==> config.mk <==
export PLATFORM = sky130hd
export DESIGN_NAME = dl_fec_encoder
export DESIGN_NICKNAME = d
export VERILOG_FILES = /design/src/rtl/dl_fec_encoder.sv
export SDC_FILE = /design/constraint.sdc
export NUM_CORES = 1
export LEC_CHECK = 0
export CAP_MARGIN = 0
export CORE_MARGIN = 2
export CORE_UTILIZATION = 35
export CTS_BUF_LIST = sky130_fd_sc_hd__clkbuf_4 sky130_fd_sc_hd__clkbuf_8
export DETAILED_ROUTE_END_ITERATION = 12
export PLACE_DENSITY = 0.68
export SYNTH_ARGS = -nofsm -noshare
export SYNTH_HDL_FRONTEND = slang
export SYNTH_SLANG_ARGS = --single-unit
==> constraint.sdc <==
create_clock -name clk -period 3.7 [get_ports clk]
set_input_delay 0.925 -clock clk [delete_from_list [all_inputs] [get_ports clk]]
set_output_delay 0.925 -clock clk [all_outputs]
set_load 0.005 [all_outputs]
==> src/rtl/dl_fec_encoder.sv <==
// dl_fec_encoder: downlink FEC encoder. Folds the payload into a CRC a few bits per
// clock, then forms even row/column parity over the {crc, data} matrix and offers the
// codeword on a valid/ready handshake. Two cluster formats:
//   enc_sel=0: 56-bit data + CRC-8, 8x8 matrix
//   enc_sel=1: 12-bit data + CRC-4, 4x4 matrix
module dl_fec_encoder #(
    parameter int unsigned           CRC0_WIDTH     = 8,
    parameter logic [CRC0_WIDTH-1:0] CRC0_POLY      = 8'h07,
    parameter int unsigned           CRC1_WIDTH     = 4,
    parameter logic [CRC1_WIDTH-1:0] CRC1_POLY      = 4'h3,
    parameter int unsigned           BITS_PER_CYCLE = 4
) (
    input  logic        clk,
    input  logic        rst_n,
    input  logic        start,
    input  logic        enc_sel,
    input  logic [55:0] data_in,
    output logic        busy,
    output logic        out_valid,
    input  logic        out_ready,
    output logic        enc_sel_o,
    output logic [7:0]  crc_out,
    output logic [63:0] cw_out,
    output logic [7:0]  row_p,
    output logic [7:0]  col_p
);

    localparam int unsigned DATA0_W = 56;
    localparam int unsigned DATA1_W = 12;
    localparam int unsigned STEPS0  = DATA0_W / BITS_PER_CYCLE;
    localparam int unsigned STEPS1  = DATA1_W / BITS_PER_CYCLE;
    localparam int unsigned CNT_W   = $clog2(STEPS0 + 1);

    typedef enum logic [1:0] {
        StIdle,
        StCrc,
        StParity,
        StDone
    } state_e;

    state_e state_q, state_d;

    // Job context captured at start acceptance
    logic               sel_q;
    logic [DATA0_W-1:0] data_q;
    // Shift copy of the payload, MSB-aligned so the next bits to fold are always on top
    logic [DATA0_W-1:0] sh_q;
    logic [7:0]         crc_q;
    logic [CNT_W-1:0]   cnt_q;

    logic               last_step;
    logic               accept;

    logic [CRC0_WIDTH-1:0] c0;
    logic [CRC1_WIDTH-1:0] c1;
    logic                  fb0;
    logic                  fb1;
    logic                  bit_in;
    logic [7:0]            crc_next;

    logic [63:0] cw0;
    logic [15:0] cw1;
    logic [7:0]  row0;
    logic [7:0]  col0;
    logic [3:0]  row1;
    logic [3:0]  col1;
    logic [63:0] cw_d;
    logic [7:0]  crc_d;
    logic [7:0]  row_d;
    logic [7:0]  col_d;

    assign accept    = (state_q == StIdle) && start;
    assign last_step = sel_q ? (cnt_q == CNT_W'(STEPS1 - 1)) : (cnt_q == CNT_W'(STEPS0 - 1));

    // FSM state register
    always_ff @(posedge clk) begin
        if (!rst_n) begin
            state_q <= StIdle;
        end else begin
            state_q <= state_d;
        end
    end

    // FSM next-state logic; start outside IDLE is deliberately ignored
    always_comb begin
        state_d = state_q;
        unique case (state_q)
            StIdle:   if (start)     state_d = StCrc;
            StCrc:    if (last_step) state_d = StParity;
            StParity:                state_d = StDone;
            StDone:   if (out_ready) state_d = StIdle;
            default:                 state_d = StIdle;
        endcase
    end

    // FSM outputs: busy spans acceptance through handshake, valid only while holding result
    always_comb begin
        busy      = (state_q != StIdle);
        out_valid = (state_q == StDone);
    end

    // Job capture and per-cycle CRC folding
    always_ff @(posedge clk) begin
        if (!rst_n) begin
            sel_q  <= 1'b0;
            data_q <= '0;
            sh_q   <= '0;
            crc_q  <= '0;
            cnt_q  <= '0;
        end else if (accept) begin
            sel_q <= enc_sel;
            if (enc_sel) begin
                data_q <= {{(DATA0_W - DATA1_W){1'b0}}, data_in[DATA1_W-1:0]};
                sh_q   <= {data_in[DATA1_W-1:0], {(DATA0_W - DATA1_W){1'b0}}};
            end else begin
                data_q <= data_in;
                sh_q   <= data_in;
            end
            crc_q <= '0;
            cnt_q <= '0;
        end else if (state_q == StCrc) begin
            crc_q <= crc_next;
            sh_q  <= sh_q << BITS_PER_CYCLE;
            cnt_q <= cnt_q + 1'b1;
        end
    end

    // Fold BITS_PER_CYCLE bits MSB-first through both CRC widths; sel picks the result
    always_comb begin
        c0       = crc_q[CRC0_WIDTH-1:0];
        c1       = crc_q[CRC1_WIDTH-1:0];
        fb0      = 1'b0;
        fb1      = 1'b0;
        bit_in   = 1'b0;
        crc_next = '0;
        for (int i = 0; i < BITS_PER_CYCLE; i++) begin
            bit_in = sh_q[DATA0_W-1-i];
            fb0    = c0[CRC0_WIDTH-1] ^ bit_in;
            c0     = {c0[CRC0_WIDTH-2:0], 1'b0} ^ (fb0 ? CRC0_POLY : '0);
            fb1    = c1[CRC1_WIDTH-1] ^ bit_in;
            c1     = {c1[CRC1_WIDTH-2:0], 1'b0} ^ (fb1 ? CRC1_POLY : '0);
        end
        if (sel_q) begin
            crc_next[CRC1_WIDTH-1:0] = c1;
        end else begin
            crc_next[CRC0_WIDTH-1:0] = c0;
        end
    end

    // Codeword assembly and row/column parity for both matrix sizes
    always_comb begin
        cw0  = {crc_q[CRC0_WIDTH-1:0], data_q};
        cw1  = {crc_q[CRC1_WIDTH-1:0], data_q[DATA1_W-1:0]};
        row0 = '0;
        col0 = '0;
        row1 = '0;
        col1 = '0;
        for (int i = 0; i < 8; i++) begin
            row0[i] = ^cw0[8*i +: 8];
            for (int j = 0; j < 8; j++) begin
                col0[j] = col0[j] ^ cw0[8*i+j];
            end
        end
        for (int i = 0; i < 4; i++) begin
            row1[i] = ^cw1[4*i +: 4];
            for (int j = 0; j < 4; j++) begin
                col1[j] = col1[j] ^ cw1[4*i+j];
            end
        end
        if (sel_q) begin
            cw_d  = {48'b0, cw1};
            crc_d = {4'b0, crc_q[CRC1_WIDTH-1:0]};
            row_d = {4'b0, row1};
            col_d = {4'b0, col1};
        end else begin
            cw_d  = cw0;
            crc_d = crc_q;
            row_d = row0;
            col_d = col0;
        end
    end

    // Result registers: loaded once in PARITY, held through DONE and after the handshake
    always_ff @(posedge clk) begin
        if (!rst_n) begin
            enc_sel_o <= 1'b0;
            crc_out   <= '0;
            cw_out    <= '0;
            row_p     <= '0;
            col_p     <= '0;
        end else if (state_q == StParity) begin
            enc_sel_o <= sel_q;
            crc_out   <= crc_d;
            cw_out    <= cw_d;
            row_p     <= row_d;
            col_p     <= col_d;
        end
    end

endmodule

==> summary.md, run 1 <==
| Metric | Value |
|---|---|
| Pin count of the biggest net entering global routing | `66` |
| Setup slack on the worst flop-to-flop path | `1540 ps` |
| Number of antenna violations at the first check in global routing | `0` |
| Total number of vias | `7835` |
| Cell with the most instances after synthesis | `sky130_fd_sc_hd__dfxtp_1` |
| Crit path time final | `~2800 ps` |
| Aggregate negative setup slack | `0 ps` |
| H-Tree Depth | `2` |
| Clock buffers created by TritonCTS | `36` |
| Boundary Pins | `~150` |
| Drt pass-1 iters | `5` |
| Worst-Margin Slew | `approximately 1100 ps` |
| Area added between synthesis and finish | `24.6%` |
| Stage delay of the slowest cell on the critical path | `approximately 500 ps` |
| Critical path, cell by cell | `inv_1, ha_1, inv_1, clkdlybuf4s50_1` |
| Crit-path max FO | `4` |
| DRC viols | `0` |
| Average size of a mapped cell | `between 9 and 10 um^2` |
| Most frequent CP cell | `sky130_fd_sc_hd__inv_1` |
| Pwr Density | `654 nW/um^2` |
| Routed wire length per instance | `17.5 um` |
| Area of the mapped netlist | `9650 um^2` |
| Worst-case hold path end point | `row_p[1]` |
| Leading post-synthesis cells by cell area | `sky130_fd_sc_hd__dfxtp_1, sky130_fd_sc_hd__xnor2_1, sky130_fd_sc_hd__nor2_1, sky130_fd_sc_hd__a21oi_1, sky130_fd_sc_hd__mux2_2` |
| Hold-fix buffers at CTS | `0` |
| Antenna violation net count after detailed routing | `0` |
| Clock tree from TritonCTS | `yes` |
| Worst setup slack after placement | `around 920 ps` |
| Overall routed net length | `roughly 27000 um` |
| Critical path class | `flop to output pin` |
| Number of standard-cell rows in the floorplan | `60` |
| Status | `completed` |
| Cell at the slowest stage of the critical path | `sky130_fd_sc_hd__clkdlybuf4s50_1` |
| Wire length of the first global-routing pass | `just over 40000 um` |
| Clock skew | `~18 ps` |
| Data required time of the critical path | `roughly 2800 ps` |
| Post-synth top area share | `44.0%` |
| Via count of the first global-routing pass | `approximately 7400` |
| Min-delay src | `row_p[1]` |
| Number of port buffers | `roughly 150` |
| Final #Nets | `between 1000 and 1500` |
| Total die area | `28900 um^2` |
| DRT iter0 DRCs | `between 600 and 700` |
| Final count of negative-setup-slack endpoints | `0` |
| Number of synthesized register bits | `~210` |
| Pwr Total | `between 7 and 8 mW` |
| Final hold viol count | `0` |
| R2R Path Start | `state_q[1]` |
| Post-synthesis async set-or-reset flop share | `0%` |
| Initial cell density of the core | `35.7%` |
| Kind of path behind the tightest hold check | `flop to flop` |
| Gr usage total | `approximately 18%` |
| Cell count of the worst hold path | `2` |
| Std-Cell Core Area | `27000 um^2` |
| Top cells by instance count after synthesis | `sky130_fd_sc_hd__dfxtp_1, sky130_fd_sc_hd__nor2_1, sky130_fd_sc_hd__a21oi_1` |
| Peak supply drop | `approximately 350 uV` |
| Setup Fix Bufs, Post-CTS | `0` |
| Half-perimeter wire length after detailed placement | `roughly 19000 um` |
| Sequential fraction of the synthesis area | `44.0%` |
| RSZ-0062 raised after global routing | `false` |
| Residual overflow from global routing | `0` |
| Worst path bufs/invs | `3` |
| Instance count of the mapped netlist | `between 1000 and 1500` |
| Highest clock rate | `about 0.36 GHz` |
| Category of cells accounting for the largest share of critical-path delay | `buffers and inverters` |
| Mapped Nets | `approximately 1100` |
| Number of enable flip-flop cells after synthesis | `0` |
| Number of cells on the worst reg-to-reg path | `6` |
| Leak | `approximately 4.3 nW` |
| Endpoint arrival time on the critical path | `~1900 ps` |
| Yosys warning count | `0` |
| Max-slew headroom at the worst pin | `a little under a quarter` |
| Final Max Slew Viols | `0` |
| Clock transition time at the flip-flop clock pins of the worst setup and hold paths | `approximately 60 ps` |
| Synth area leader | `sky130_fd_sc_hd__dfxtp_1` |
| Count of antenna diodes in the layout | `0` |
| Clock insertion delay at the later pin of the skew report | `around 530 ps` |
| Y dimension of the die | `around 170 um` |
| Type of element launching the critical path | `flop` |
| Period Utilization, post-route | `75.4%` |
| Setup WS post-layout | `910 ps` |
| Kind of capture point of the worst setup path | `output pin` |
| Average vias per placed instance | `around 5` |
| Ys flop type | `sky130_fd_sc_hd__dfxtp_1` |
| Routability Congestion | `roughly 0.8` |
| Clk sinks | `around 210` |
| Maximum buffer depth of the clock tree | `3` |
| Buffer cell driving the clock tree root | `sky130_fd_sc_hd__clkbuf_8` |
| Resized cells post-CTS | `0` |
| Unique cell type count in the Yosys netlist | `41` |
| Fraction of final layout cells with drive strength greater than 1 | `a little over a tenth` |
| Overall die width | `roughly 170 um` |
| Critical R2R Capture | `sh_q[22]` |
| Reported max-cap violation count | `0` |
[flip-flops by register name (all words and copies together) (netlist names)]
| register | flops |
|---|---|
| cnt_q | 4 |
| col_p | 8 |
| crc_out | 8 |
| crc_q | 8 |
| cw_out | 60 |
| data_q | 56 |
| enc_sel_o | 1 |
| row_p | 8 |
| sel_q | 1 |
| sh_q | 56 |
| state_q | 2 |
[worst min-delay path, cell delays in order, from the launching register on]
cell,delay (ps)
sky130_fd_sc_hd__dfxtp_1,310
sky130_fd_sc_hd__nand2_1,50
sky130_fd_sc_hd__nand2_1,40
[cell usage in the layout, fill, tap and decap left out, types with 36 or more instances in the layout]
cell,n
sky130_fd_sc_hd__xnor2_1,98
sky130_fd_sc_hd__clkbuf_8,45
sky130_fd_sc_hd__clkdlybuf4s50_1,150
sky130_fd_sc_hd__nand2_1,89
sky130_fd_sc_hd__a21oi_1,117
sky130_fd_sc_hd__dfxtp_1,212
sky130_fd_sc_hd__nor2_1,161
sky130_fd_sc_hd__mux2i_1,36
sky130_fd_sc_hd__mux2_2,40
sky130_fd_sc_hd__a22oi_1,47
[worst max-delay path by stage]
stage / from / endpoint / slack [ps] / cells after the start
2_1_floorplan: start / sh_q[48] / 1910 / 5
3_3_place_gp: start / crc_q[0] / 930 / 4
3_5_place_dp: start / crc_q[0] / 920 / 4
4_1_cts: state_q[0] / busy / 890 / 4
5_1_grt: state_q[0] / busy / 830 / 4
6_report: state_q[0] / busy / 910 / 4
[cell type report]
type / count / area (um^2)
repair buffers: 166 / 1660
well taps: 341 / 427
fillers: 2590 / 15000
flip-flops and latches: 212 / 4240
inverters: 7 / 28.8
clock buffers: 61 / 739
multi-input cells: 756 / 4910
clock inverters: 1 / 5.00
[routing by layer]
| layer | GRT usage [%] | wire length [um] | vias to the layer above |
|---|---|---|---|
| met5 | 0 | 0 | - |
| met4 | 5.83 | 579 | 0 |
| met3 | 3.58 | 1700 | 41 |
| met2 | 27.6 | 12100 | 250 |
| met1 | 25.7 | 12700 | 3700 |
| li1 | - | - | 3844 |
[through the flow]
stage	hold WS (ps)	std cells	cell area, um^2	util (%)
floorplan	439	1066	9650	-
global placement	437	1482	11300	41.7
detailed placement	441	1482	11300	41.7
CTS	449	1544	12000	44.5
global route	459	1544	12000	44.5
finish	448	1544	12000	44.5
[report_power, final]
group	internal [mW]	switching (mW)	leakage [nW]	total [mW]
combinational	1.23	1.50	2.14	2.73
sequential	2.58	0.363	1.72	2.94
clock	1.25	0.927	0.401	2.18
total	5.06	2.79	4.26	7.85
[cells by family (layout without fill, tap and decap cells)]
kind of cell	count (synthesis)	in the layout	share of synthesized area (%)
mux	77	77	8.56
xor+xnor	125	125	12.5
compound gates	216	216	13.5
flops	212	212	44.0
fa+ha+maj	6	6	0.778
buf+inv	98	235	5.18
simple gates	332	332	15.5
(Power assumes the default switching activity.)
==> run 2: changes to the inputs <==
==> constraint.sdc (replaced) <==
create_clock -name clk -period 2.92 [get_ports clk]
set_input_delay 0.73 -clock clk [delete_from_list [all_inputs] [get_ports clk]]
set_output_delay 0.73 -clock clk [all_outputs]
set_load 0.005 [all_outputs]
==> summary.md, run 2 (synthesis results as in run 1) <==
| Metric | Value |
|---|---|
| Status | `completed` |
| Post-route insts no fill | `1554 (+0.65%)` |
| Register ranked first by flip-flop count | `cw_out` |
| Peak supply drop | `504 uV (+45%)` |
| Maximum buffer depth of the clock tree | `3 (unchanged)` |
| Clock transition time at the flip-flop clock pins of the worst setup and hold paths | `60 ps (about the same)` |
| Resized cells post-CTS | `0 (unchanged)` |
| Max-slew headroom at the worst pin | `50.4% (+26 points)` |
| Kind of capture point of the worst setup path | `output pin` |
| Aggregate negative setup slack | `0 ps (unchanged)` |
| Crit path time final | `around 2600 ps` |
| Initial cell density of the core | `35.7% (unchanged)` |
| Routed wire length per instance | `17.2 um (-1.6%)` |
| Final count of negative-setup-slack endpoints | `0 (unchanged)` |
| Pin count of the biggest net entering global routing | `84 (+27%)` |
| H-Tree Depth | `2 (unchanged)` |
| Final #Nets | `1257 (+0.88%)` |
| Boundary Pins | `152 (unchanged)` |
| Overall die width | `170 um (unchanged)` |
| Fraction of final layout cells with drive strength greater than 1 | `11.3% (+0.74 points)` |
| Critical path class | `flop to output pin` |
| Number of port buffers | `151 (unchanged)` |
| DRT iter0 DRCs | `541 (-18%)` |
| FILL cells | `2566 (-0.93%)` |
| Final hold viol count | `0 (unchanged)` |
| Average vias per placed instance | `5.05 (-0.44%)` |
| Clock buffers created by TritonCTS | `36 (unchanged)` |
| RSZ-0062 raised after global routing | `false` |
| Data required time of the critical path | `2190 ps (-580 ps)` |
| Count of antenna diodes in the layout | `0 (unchanged)` |
| Routability Congestion | `0.854 (+3.5%)` |
| Flip-flop count of the largest register after layout | `60 (unchanged)` |
| Area added between synthesis and finish | `25.4%` |
| Buffer cell driving the clock tree root | `sky130_fd_sc_hd__clkbuf_8` |
| Half-perimeter wire length after detailed placement | `19500 um (+3.0%)` |
| Worst-Margin Slew | `744 ps (-395 ps)` |
| Finished Cell Area | `12100 um^2 (+0.64%)` |
| Kind of path behind the tightest hold check | `flop to flop` |
| Reported max-cap violation count | `0 (unchanged)` |
| Hold-fix buffers at CTS | `0 (unchanged)` |
| Number of standard-cell rows in the floorplan | `60 (unchanged)` |
| Residual overflow from global routing | `0 (unchanged)` |
| Total cell area at the placement stage | `11400 um^2 (+0.84%)` |
| Antenna violation net count after detailed routing | `0 (unchanged)` |
| Total number of vias | `7851 (+0.20%)` |
| Period Utilization, post-route | `between 90% and 100%` |
| Type of element launching the critical path | `flop` |
| Via count of the first global-routing pass | `7492 (+1.1%)` |
| Leak | `4.30 nW (+0.95%)` |
| Most common cell after layout, fill and taps aside | `sky130_fd_sc_hd__dfxtp_1` |
| Std-Cell Core Area | `27000 um^2 (unchanged)` |
| Crit-path max FO | `4 (unchanged)` |
| Number of antenna violations at the first check in global routing | `0 (unchanged)` |
| Utilization after layout | `44.7% (+0.28 points)` |
| Gr usage total | `18.2% (+0.070 points)` |
| Total die area | `28900 um^2 (unchanged)` |
| Commonest non-fill, non-tap cells in the layout | `sky130_fd_sc_hd__dfxtp_1, sky130_fd_sc_hd__nor2_1, sky130_fd_sc_hd__clkdlybuf4s50_1` |
| Setup Fix Bufs, Post-CTS | `0 (unchanged)` |
| Registers with the highest flip-flop counts | `cw_out x60, data_q x56, sh_q x56` |
| Clock skew | `23.6 ps (+5.63 ps)` |
| Highest clock rate | `~0.38 GHz` |
| Clock insertion delay at the later pin of the skew report | `530 ps (about the same)` |
| Drt pass-1 iters | `6 (+1)` |
| Clock tree from TritonCTS | `yes` |
| Clk sinks | `212 (unchanged)` |
| DRC viols | `0 (unchanged)` |
| Wire length of the first global-routing pass | `41400 um (+0.37%)` |
| Endpoint arrival time on the critical path | `1900 ps (+40 ps)` |
| Setup slack on the worst flop-to-flop path | `950 ps (-590 ps)` |
| Pwr Density | `822 nW/um^2 (+26%)` |
| Placed Cells | `1493 (+0.74%)` |
| Y dimension of the die | `170 um (unchanged)` |
| Final Max Slew Viols | `0 (unchanged)` |
| Overall routed net length | `26800 um (-0.97%)` |
| Pwr Total | `9.94 mW (+27%)` |
==> run 2: cell count changes in the layout (fill, tap and decap cells not counted), sizes merged <==
| cell | before | now |
|---|---|---|
| clkinv | 1 | 7 |
| clkinvlp | 0 | 2 |
| clkbuf | 61 | 51 |
| buf | 16 | 27 |
| bufinv | 0 | 1 |
==> run 2: critical path, cell delays in order, from the launching register on <==
cell                              delay, ps
sky130_fd_sc_hd__dfxtp_1                390
sky130_fd_sc_hd__inv_1                  100
sky130_fd_sc_hd__ha_1                   270
sky130_fd_sc_hd__inv_1                  110
sky130_fd_sc_hd__clkdlybuf4s50_1        520
==> run 2: routing by layer <==
metal,wire [um],global-route usage (%),vias to the layer above
li1,-,-,3870
met1,12500,25.7,3685
met2,11900,27.9,248
met3,1680,3.28,48
met4,710,6.47,0
met5,0,0,-
==> run 2: where the power goes <==
group	switching, mW	internal, mW
logic	1.92	1.62
registers	0.439	3.27
clock network	1.18	1.51
==> run 2: metrics by stage <==
| stage | hold WS (ps) | setup WS [ps] |
|---|---|---|
| 3_5_place_dp | 444 | 458 |
| 6_report | 450 | 286 |
| 3_3_place_gp | 436 | 468 |
| 4_1_cts | 452 | 255 |
| 2_1_floorplan | 439 | 1330 |
| 5_1_grt | 480 | 207 |
==> run 2: worst paths after layout <==
check                   from  endpoint  cells past startpoint
setup / recovery  state_q[0]      busy                      4
hold reg to reg     row_p[3]  row_p[3]                      2
setup reg to reg  state_q[1]  sh_q[36]                      6
hold / removal      row_p[3]  row_p[3]                      2
==> run 2: layout make-up <==
class	count	area, um^2	area share, %
clock buffers	51	646	5.34
clock inverters	10	80.1	0.662
inverters	7	28.8	0.238
multi-input cells	756	4910	40.6
flip-flops and latches	212	4240	35.1
well taps	341	427	3.53
repair buffers	177	1750	14.5
==> run 3: changes to the inputs <==
--- a/config.mk
+++ b/config.mk
@@ -10,6 +10,7 @@
 export CORE_UTILIZATION = 35
 export CTS_BUF_LIST = sky130_fd_sc_hd__clkbuf_4 sky130_fd_sc_hd__clkbuf_8
 export DETAILED_ROUTE_END_ITERATION = 12
+export GPL_ROUTABILITY_DRIVEN = 0
 export PLACE_DENSITY = 0.68
 export SYNTH_ARGS = -nofsm -noshare
 export SYNTH_HDL_FRONTEND = slang
==> results of run 3 <==
No change in the layout: final DEF, timing and power equal those of run 2.
